## config.mk

```make
export PLATFORM = sky130hd
export DESIGN_NAME = gb_cpu_bus_ctrl
export DESIGN_NICKNAME = d
export VERILOG_FILES = /design/src/rtl/gb_cpu_bus_ctrl.sv
export SDC_FILE = /design/constraint.sdc
export NUM_CORES = 1
export LEC_CHECK = 0
export CAP_MARGIN = 20
export CORE_MARGIN = 10
export CORE_UTILIZATION = 44
export DETAILED_ROUTE_END_ITERATION = 10
export PLACE_DENSITY = 0.77
export SYNTH_ARGS = -nofsm -noshare
export SYNTH_HDL_FRONTEND = slang
export SYNTH_SLANG_ARGS = --single-unit
```

## constraint.sdc

```tcl
create_clock -name clk -period 2.05 [get_ports clk]
set_input_delay 0.41 -clock clk [delete_from_list [all_inputs] [get_ports clk]]
set_output_delay 0.41 -clock clk [all_outputs]
set_load 0.02 [all_outputs]
```

## src/rtl/gb_cpu_bus_ctrl.sv

```systemverilog
// CPU bus sequencer: single-byte reads/writes, 16-bit reads via TMP_L/TMP_H.
// Define GB_CPU_BUS_CTRL_WAIT_EN to stretch ACCESS until mem_ready; dst encoding is 4 bits, TMP_L=4'hA, TMP_H=4'hB.
module gb_cpu_bus_ctrl (
   input  logic        clk,
   input  logic        reset,
   input  logic        req_valid,
   output logic        req_ready,
   input  logic [1:0]  req_op,
   input  logic [15:0] req_addr,
   input  logic [7:0]  req_wdata,
   input  logic [3:0]  req_dst,
   output logic [15:0] mem_addr,
   output logic        mem_rd,
   output logic        mem_wr,
   output logic [7:0]  mem_wdata,
   input  logic [7:0]  mem_rdata,
   input  logic        mem_ready,
   output logic [3:0]  data_bus_req,
   output logic [7:0]  data_bus_data,
   output logic        data_bus_wren,
   output logic        busy
);

   typedef enum logic [1:0] {IDLE, ACCESS, WB} state_t;
   typedef enum logic [1:0] {
      OP_NOP    = 2'b00,
      OP_READ8  = 2'b01,
      OP_WRITE8 = 2'b10,
      OP_READ16 = 2'b11
   } op_t;

   localparam logic [3:0] REG_TMP_L = 4'hA;
   localparam logic [3:0] REG_TMP_H = 4'hB;

   state_t     state, state_nxt;
   op_t        op_q;
   logic [3:0] dst_q;
   logic       hi_q;
   logic       accept;
   logic       access_done;

`ifdef GB_CPU_BUS_CTRL_WAIT_EN
   assign access_done = mem_ready;
`else
   logic unused_mem_ready;
   assign unused_mem_ready = mem_ready;
   assign access_done      = 1'b1;
`endif

   assign req_ready = (state == IDLE) && !reset;
   assign accept    = req_valid && req_ready;

   always_ff @(posedge clk or posedge reset) begin
      if (reset) state <= IDLE;
      else       state <= state_nxt;
   end

   always_comb begin
      state_nxt     = state;
      mem_rd        = 1'b0;
      mem_wr        = 1'b0;
      data_bus_wren = 1'b0;
      busy          = (state != IDLE);
      case (state)
         IDLE: begin
            if (accept && op_t'(req_op) != OP_NOP) state_nxt = ACCESS;
         end
         ACCESS: begin
            mem_rd = (op_q != OP_WRITE8);
            mem_wr = (op_q == OP_WRITE8);
            if (access_done) state_nxt = (op_q == OP_WRITE8) ? IDLE : WB;
         end
         WB: begin
            data_bus_wren = 1'b1;
            // READ16 revisits ACCESS once for the high byte
            state_nxt = (op_q == OP_READ16 && !hi_q) ? ACCESS : IDLE;
         end
         default: state_nxt = IDLE;
      endcase
   end

   always_ff @(posedge clk or posedge reset) begin
      if (reset) begin
         op_q          <= OP_NOP;
         dst_q         <= '0;
         hi_q          <= 1'b0;
         mem_addr      <= '0;
         mem_wdata     <= '0;
         data_bus_data <= '0;
         data_bus_req  <= '0;
      end else begin
         case (state)
            IDLE: begin
               if (accept) begin
                  op_q      <= op_t'(req_op);
                  mem_addr  <= req_addr;
                  mem_wdata <= req_wdata;
                  dst_q     <= req_dst;
                  hi_q      <= 1'b0;
               end
            end
            ACCESS: begin
               if (access_done && op_q != OP_WRITE8) begin
                  data_bus_data <= mem_rdata;
                  if (op_q == OP_READ16) data_bus_req <= hi_q ? REG_TMP_H : REG_TMP_L;
                  else                   data_bus_req <= dst_q;
               end
            end
            WB: begin
               if (op_q == OP_READ16 && !hi_q) begin
                  hi_q     <= 1'b1;
                  mem_addr <= mem_addr + 16'd1;
               end
            end
            default: ;
         endcase
      end
   end

endmodule

```

==> qor.yml, run 1 <==
run_status:
  status: "finished, final reports clean"
timing:
  fin_worst_skew_ns: 0.00520
  tightest_slew_ns: 0.572
  final-hold-violation-count: 0
  final_max_slew_viol_count: 0
  fmax_mhz: 513
  hold_ws_ns: 0.482
  slew_headroom_pct: 61.5
  setup_viol_count_final: 0
  rsz0062_at_grt: "no"
  min_period_over_period_pct: 95.0
  period_minus_slack_ns: 1.95
floorplan:
  start_util_pct: 45.8
  num_rows: 25
  ios: 83
  die_width_um: 90.6
  chipHeight_um: 90.6
  placeableCoreArea_um2: 4790
  dieArea_um2: 8210
critical_path:
  slowest_stage: "dfrtp_1"
  crit_chain: "nand2b_1, nor3b_1, clkdlybuf4s15_1"
  slowest_delay_ns: 0.43
  worstPathArrival_ns: 1.54
  cp_max_fo: 6
  cp.required_ns: 1.64
  crit_type: "flip-flop to output port"
  worst_setup_path_end_kind: "output port"
  cp-start-kind: "flip-flop"
placement:
  dpl-instance-area_um2: 3200
  gp_congestion: 0.841
  dpl.hpwl_um: 4680
  portBuffers: 81
clock_network:
  cts_buffer_depth: 2
  htreeDepth: 2
  cts_buffers: 5
  cts-root-buf: "clkbuf_8"
  cts_setup_buffers: 0
  path_clk_slew_ns: 0.08
  cts_tree: "done"
  clock_latency_ns: 0.30
  clock-sinks: 45
grt:
  grt_usage_pct: 15.1
  grt_max_degree: 27
  antenna_found_initial: 0
  grt_pass1_vias: 2096
  grt-ovfl-total: 0
  grt_pass1_wl_um: 10400
synth:
  syn_avg_cell_area_um2: 9.45
  yosys_warnings: 0
  ys_ff_latch: 45
  synth_nets: 275
  yosys.area.top_type: "dfrtp_1"
  synth_area_leaders: "dfrtp_1, nand2_1, mux2_2"
  synth.distinct_cells: 45
  synth_edf_count: 0
  synthArstFlopShare_pct: 100
  ys_seq_area_share_pct: 51.3
  synthCells: 232
  netlist_area_um2: 2190
  ys.flop_type: "dfrtp_1"
  synth_top_area_share_pct: 51.3
layout:
  diodes: 0
  areaGrowthSynthToFinish_pct: 51.2
  design_area_um2: 3320
  final_common_cell: "clkdlybuf4s50_1"
  design.final.nets: 369
  final_cell_mix: "clkdlybuf4s50_1, nand2_1, dfrtp_1"
  drive_above_1_share_pct: 11.9
drt:
  post-route-drc-count: 0
  drtIter0Drc: 124
  first_pass_iters: 4
  num_vias: 2049
  vias_per_cell: 5.20
  wl_per_cell_um: 15.5
  wl_um: 6110
  antenna_left: 0
power_and_ir_drop:
  powerDensity_nw_per_um2: 1170
  p_total_mw: 3.89
  cellLeakagePower_nw: 1.44
  ir_drop_mv: 0.608
run:
  maxCapViolations: 0
min_path:
  hp-class: "flip-flop to flip-flop"
[per-stage QoR]
stage          worst slack, ns  cells  setup TNS [ns]  util, %
3_3_place_gp           -0.0156    386         -0.0170     66.8
2_1_floorplan            0.425    232               0        -
3_5_place_dp           -0.0459    386         -0.0613     66.8
5_1_grt                 0.0102    394               0     69.3
4_1_cts                0.00209    394               0     69.2
6_report                 0.102    394               0     69.3
[cell families after synthesis]
group	Yosys count	synth area share, %
mux	11	5.48
buf+inv	19	4.05
compound gates	49	14.7
fa+ha+maj	1	0.570
simple gates	107	23.8
flops	45	51.3
[cell type report]
class                      count  area, um2
multi-input combinational    168        978
sequential                    45       1130
fill                         394       1470
timing repair buffer          99        982
inverter                       7       26.3
clock inverter                 2       37.5
tap                           67       83.8
clock buffer                   6       82.6
[flip-flops by register name, summed over array words and instances (netlist names)]
| signal | cells |
|---|---|
| data_bus_req | 4 |
| state | 2 |
| dst_q | 4 |
| mem_addr | 16 |
| data_bus_data | 8 |
| mem_wdata | 8 |
| op_q | 2 |
| hi_q | 1 |
[critical path: cells and delay by family (launching register included)]
family,cells,cell delay (ns)
flops,1,0.43
buf+inv,1,0.37
simple gates,2,0.43
[path summary, 6_finish.rpt]
kind                       slack (ns)     start              end  depth (start not counted)
max                              0.10  state[1]           mem_wr                          3
min                              0.48  dst_q[2]         dst_q[2]                          2
max reg2reg                      0.20  state[1]     mem_addr[13]                          6
min reg2reg                      0.48  dst_q[2]         dst_q[2]                          2
max in group asynchronous        1.12     reset  data_bus_req[0]                          4
min in group asynchronous        0.64     reset         state[0]                          4
[synth_stat cells, types with 2 or more instances]
cell	count
o22ai_1	5
nand2b_1	2
a311oi_1	3
mux2_2	6
and2_1	5
nand4_1	5
o32a_1	2
buf_2	8
a21oi_1	12
a2bb2oi_1	3
nor3_1	8
nand2_1	52
mux2i_1	3
inv_1	6
clkbuf_1	3
mux2_1	2
nand3_1	5
and4_1	4
and3_1	3
dfrtp_1	45
nor4_1	2
nor2_1	12
o21ai_0	12
nor3b_1	3
[layer usage]
metal  routed length (um)  vias to the layer above  share of wire [%]  GRT usage (%)
met5                    0                        -                  0              0
met4                   68                        0                1.1           4.77
met3                  519                        7                8.5           6.07
met2                 2860                       73                 47           23.9
met1                 2660                      956                 44           18.1
li1                     -                     1013                  -              -
[timing repair]
action	in CTS	in global routing
endpoints found under the setup margin	4	2
endpoints found under the hold margin	0	0
cloned	0	0
resized for setup	4	2
hold buffers	0	0
[report_power, final]
part           leakage, nW  internal [mW]  total (mW)  switching [mW]
registers            0.536           1.20        1.49           0.293
logic                0.848          0.857        1.69           0.837
clock network       0.0574          0.396       0.707           0.310
total                 1.44           2.45        3.89            1.44
Note: power is estimated with default switching activity, not from simulation.
==> run 2, diff against run 1 <==
- CAP_MARGIN: 20 -> unset
==> results of run 2 <==
No change in the layout: final DEF, timing and power equal those of run 1.
